--- src/rtl/key_probe_sequencer.sv ---
// Serial key-device prober: walks N_BITS address nibbles, pulses SSER low per probe
// and assembles the SDRD samples into a word, LSB first.
module key_probe_sequencer #(
    parameter int N_BITS        = 8,
    parameter int STROBE_CYCLES = 2
) (
    input  logic                  clk,
    input  logic                  rst,
    input  logic                  start,
    input  logic                  abort,
    input  logic [4*N_BITS-1:0]   seq,
    input  logic                  SDRD,
    output logic                  SSER,
    output logic                  BA13,
    output logic                  BA12,
    output logic [3:0]            BA7_4,
    output logic                  BR_W,
    output logic [N_BITS-1:0]     data,
    output logic                  valid,
    output logic                  busy
);

    localparam int IW  = (N_BITS > 1) ? $clog2(N_BITS) : 1;
    localparam int SCW = (STROBE_CYCLES > 1) ? $clog2(STROBE_CYCLES) : 1;
    localparam logic [IW-1:0]  LAST_IDX    = IW'(N_BITS - 1);
    localparam logic [SCW-1:0] LAST_STROBE = SCW'(STROBE_CYCLES - 1);

    localparam logic [2:0] S_IDLE   = 3'd0;
    localparam logic [2:0] S_SETUP  = 3'd1;
    localparam logic [2:0] S_STROBE = 3'd2;
    localparam logic [2:0] S_HOLD   = 3'd3;
    localparam logic [2:0] S_DONE   = 3'd4;

    logic [2:0]            state_q, state_d;
    logic [IW-1:0]         idx_q, idx_d;
    logic [SCW-1:0]        cnt_q, cnt_d;
    logic [4*N_BITS-1:0]   seq_q, seq_d;
    logic [N_BITS-1:0]     data_q, data_d;
    logic                  sample;

    // Bus outputs are registered from the next state so SSER never glitches.
    logic                  sser_q, sser_d;
    logic                  ba13_q, ba13_d;
    logic                  ba12_q, ba12_d;
    logic [3:0]            nib_q, nib_d;
    logic                  addr_active_d;

    always_comb begin
        state_d = state_q;
        idx_d   = idx_q;
        cnt_d   = cnt_q;
        seq_d   = seq_q;
        data_d  = data_q;
        sample  = 1'b0;

        case (state_q)
            S_IDLE: begin
                if (start && !abort) begin
                    state_d = S_SETUP;
                    seq_d   = seq;
                    idx_d   = '0;
                    data_d  = '0;
                end
            end
            S_SETUP: begin
                state_d = S_STROBE;
                cnt_d   = '0;
            end
            S_STROBE: begin
                if (cnt_q == LAST_STROBE) begin
                    state_d = S_HOLD;
                    sample  = 1'b1;
                end else begin
                    cnt_d = cnt_q + 1'b1;
                end
            end
            S_HOLD: begin
                if (idx_q < LAST_IDX) begin
                    idx_d   = idx_q + 1'b1;
                    state_d = S_SETUP;
                end else begin
                    state_d = S_DONE;
                end
            end
            S_DONE:  state_d = S_IDLE;
            default: state_d = S_IDLE;
        endcase

        // Abort wins over the sample edge: the bit under strobe is discarded.
        if (abort && state_q != S_IDLE) begin
            state_d = S_IDLE;
            sample  = 1'b0;
        end

        if (sample) begin
            for (int i = 0; i < N_BITS; i++) begin
                if (IW'(i) == idx_q) data_d[i] = SDRD;
            end
        end
    end

    // DONE parks the address at the deselect pattern, same as IDLE.
    always_comb begin
        addr_active_d = (state_d == S_SETUP) || (state_d == S_STROBE) || (state_d == S_HOLD);
        sser_d        = (state_d != S_STROBE);
        ba13_d        = !addr_active_d;
        ba12_d        = addr_active_d;
        nib_d         = addr_active_d ? 4'(seq_d >> {idx_d, 2'b00}) : 4'h0;
    end

    always_ff @(posedge clk or posedge rst) begin
        if (rst) begin
            state_q <= S_IDLE;
            idx_q   <= '0;
            cnt_q   <= '0;
            seq_q   <= '0;
            data_q  <= '0;
            sser_q  <= 1'b1;
            ba13_q  <= 1'b1;
            ba12_q  <= 1'b0;
            nib_q   <= 4'h0;
        end else begin
            state_q <= state_d;
            idx_q   <= idx_d;
            cnt_q   <= cnt_d;
            seq_q   <= seq_d;
            data_q  <= data_d;
            sser_q  <= sser_d;
            ba13_q  <= ba13_d;
            ba12_q  <= ba12_d;
            nib_q   <= nib_d;
        end
    end

    assign SSER  = sser_q;
    assign BA13  = ba13_q;
    assign BA12  = ba12_q;
    assign BA7_4 = nib_q;
    assign BR_W  = 1'b1;
    assign data  = data_q;
    assign valid = (state_q == S_DONE);
    assign busy  = (state_q != S_IDLE);

endmodule

--- config.mk ---
export PLATFORM = sky130hd
export DESIGN_NAME = key_probe_sequencer
export DESIGN_NICKNAME = d
export VERILOG_FILES = /design/src/rtl/key_probe_sequencer.sv
export SDC_FILE = /design/constraint.sdc
export NUM_CORES = 1
export LEC_CHECK = 0
export CAP_MARGIN = 5
export CORE_ASPECT_RATIO = 1.5
export CORE_UTILIZATION = 50
export CTS_BUF_LIST = sky130_fd_sc_hd__clkbuf_8
export DETAILED_ROUTE_END_ITERATION = 10
export PLACE_DENSITY = 0.87
export SKIP_CTS_REPAIR_TIMING = 1
export SLEW_MARGIN = 0
export SYNTH_ARGS = -nofsm -noshare
export SYNTH_HDL_FRONTEND = slang
export SYNTH_SLANG_ARGS = --single-unit
--- constraint.sdc ---
create_clock -name clk -period 4.1 [get_ports clk]
set_clock_uncertainty 0.1 [all_clocks]
set_input_delay 0.41 -clock clk [delete_from_list [all_inputs] [get_ports clk]]
set_output_delay 0.41 -clock clk [all_outputs]
set_load 0.01 [all_outputs]
==> flow_summary_export.csv <==
group,metric,value,unit
clock_network,insertion_delay,0.31,ns
worst_setup_path,critical_path_class,"in2reg",
grt,grt_antenna_before_repair,0,
synthesis,ys_types,44,
synthesis,syn_nets,300,
drt,vias_per_cell,5.805,
synthesis,synth-simple-area-share,16.42,%
power,peakVddDrop,0.2633,mV
drt,first_iter_violations,89,
finish,drive_gt1_share,10.93,%
worst_setup_path,r2r_cells,5,
clock_network,htreeDepth,2,
worst_setup_path,slowest_stage,"or4b_1",
finish,fin_nets,344,
placement,post-place-cells,362,
drt,vias,2148,
worst_setup_path,cp_cell_sequence,"clkdlybuf4s50_1 -> or4b_1 -> a21oi_4 -> or2_1 -> o2111ai_1 -> nand4b_1",
die,fp.dieArea,0.005761,mm2
grt,globalRouteTotalUtil,23.48,%
worst_setup_path,worstReg2RegEnd,"BA7_4[3]",
min_path,min_to,"data[4]",
finish,diodes,0,
worst_setup_path,worst_setup_path_end_kind,"flip-flop",
synthesis,syn_area_per_cell,10.61,um2
clock_network,tritoncts,"built",
timing,maxSlewHeadroom,27.23,%
power,power.leakage,1.457,nW
drt,drc,0,
synthesis,syn_inst,257,
grt,grt_pass1_wl,10410,um
worst_setup_path,startpoint_type,"input pin",
die,initial_core_util,52.40,%
timing,holdWs,0.4022,ns
clock_network,clock_tree.buffer_depth,2,
finish,area_growth,23.53,%
die,fp.dieW,62.31,um
timing,hold_violations,0,
worst_setup_path,worstPathRequired,4.25,ns
job,cap_violations,0,
finish,final_common_cell,"clkdlybuf4s50_1",
synthesis,synth_edf_count,0,
run_status,status,"completed",
synthesis,synth_adder_area_share,2.752,%
die,ios,55,
worst_setup_path,worstPathArrival,3.15,ns
timing,setup_tns,0,ns
clock_network,cts.sinks,54,
die,die_y,92.46,um
drt,drt_wl_total,6061,um
worst_setup_path,r2r_setup_slack,1.10,ns
synthesis,synth-compound-area-share,17.52,%
synthesis,synthTopCellsByArea,"dfrtp_1 48%, mux2_2 6.6%, o211ai_1 5.8%, nand3_1 4.8%, o21ai_0 4.4%",
synthesis,netlist.area_leader.share,47.71,%
timing,slew_viol_final,0,
min_path,min_path_cells,2,
timing,clock.fmax,332.8,MHz
synthesis,synth-async-reset-ratio,100.0,%
synthesis,synth_top_family_by_area,"compound AO/OA/AOI/OAI gates",
grt,grt_start_max_net_pins,55,
finish,mostFrequentLayoutCells,"53 x clkdlybuf4s50_1, 52 x dfrtp_1, 28 x nand2_1",
synthesis,ys.flop_type,"dfrtp_1",
min_path,holdCritPathClass,"reg2reg",
placement,place_congestion,0.8390,
timing,period_minus_slack,3.005,ns
clock_network,cts_root_buf,"clkbuf_8",
power,powerDensity,453.0,mW/mm2
drt,first_pass_iters,4,
finish,fin_cells,370,
worst_setup_path,cp_max_fo,19,
clock_network,cts_buffers,5,
die,core.rowCount,32,
grt,grt_pass1_vias,2185,
timing,worst_slew_pin_slew,1.090,ns
synthesis,yosysTopAreaCell,"dfrtp_1",
synthesis,synth_seq_cells,54,
synthesis,yosys_warnings,0,
worst_setup_path,cpPeakStageDelay,0.86,ns
synthesis,netlist_area,0.002728,mm2
grt,overflow,0,
drt,routedWlPerCell,16.38,um
clock_network,clk_pin_slew,0.10,ns
min_path,min-delay-start,"data[4]",
synthesis,seq_area_frac_synth,49.63,%
worst_setup_path,worstReg2RegStart,"state_q[1]",
placement,dp_hpwl,4371,um
synthesis,synth_mux_area_share,8.073,%
placement,io_buffers,53,
timing,rsz0062_at_grt,"no",
synthesis,synth_xor_xnor_area_share,0.3211,%
timing,finalCritPeriodShare,73.29,%
drt,antenna_left,0,
timing,setup_viol,0,
die,core,0.005205,mm2
[logic make-up (layout without fill, tap and decap cells)]
family                   after synthesis  count (layout)
AO/OA/AOI/OAI                         67              67
flip-flops                            54              54
multiplexers                          20              20
XOR/XNOR                               1               1
buffers and inverters                 28              73
AND/OR/NAND/NOR                       80              80
adder cells (fa/ha/maj)                6               6
other                                  1               1
[where the power goes]
part	leakage, nW	switching, W	internal, W
Clock	0.0556	0.000171	0.000180
Combinational	0.724	0.000245	0.000200
Sequential	0.678	0.0000691	0.000662
Total	1.46	0.000485	0.00104
[Yosys cell counts, drive strengths merged (2+ instances only)]
library cell	number
nor2	2
mux2	16
o21ai	24
buf	9
o2111ai	8
nand3	26
or3	2
mux2i	4
dfrtp	52
ha	6
o22ai	2
dfstp	2
clkbuf	10
inv	9
a21oi	2
and2	4
o211a	4
nand4b	5
nor3	2
nand2	28
o211ai	21
[per-layer routing]
layer / wire length, um / global-route usage, %
met2: 3281 / 42.77
met5: 0 / 0
met1: 2311 / 25.79
met4: 218 / 10.85
met3: 249 / 5.049
[per-stage QoR]
step | util (%) | instance area [um2] | worst slack (ns) | power [W]
finish | 64.74 | 3369 | 1.095 | 0.001526
global route | 64.74 | 3369 | 0.9092 | 0.001616
CTS | 64.74 | 3369 | 1.121 | 0.001530
detailed placement | 62.62 | 3259 | 0.7972 | 0.001180
global placement | 62.62 | 3259 | 0.9004 | 0.001162
floorplan | - | 2728 | 1.899 | 0.001017
[how the worst max path moves through the flow]
stage | slack (ns) | start | depth (start not counted) | to
after floorplan | 1.90 | state_q[1] | 7 | BA7_4[2]
after global placement | 0.90 | abort | 6 | BA7_4[3]
after detailed placement | 0.80 | abort | 6 | BA7_4[3]
after CTS | 1.12 | state_q[1] | 5 | BA7_4[3]
after global routing | 0.91 | state_q[1] | 5 | BA7_4[3]
final | 1.10 | abort | 6 | BA7_4[3]
[cell type report]
| cell class | instances | area [um2] |
|---|---|---|
| Clock buffer | 5 | 68.82 |
| Clock inverter | 3 | 41.29 |
| Fill cell | 430 | 1836 |
| Inverter | 9 | 33.78 |
| Multi-Input combinational cell | 175 | 1234 |
| Sequential cell | 54 | 1354 |
| Tap cell | 68 | 85.08 |
| Timing Repair Buffer | 56 | 553.0 |
[critical path: cells and delay by family]
kind	cells	cell delay, ns
compound gates	2	0.71
buf+inv	1	0.51
simple gates	3	1.50
[state kept, by name, indices dropped and copies added, names as in the netlist, 3 cells and up]
signal	flops
idx_q	3
state_q	3
BA7_4	4
seq_q	32
data	8
No activity file was read; power rests on OpenSTA's default activity.
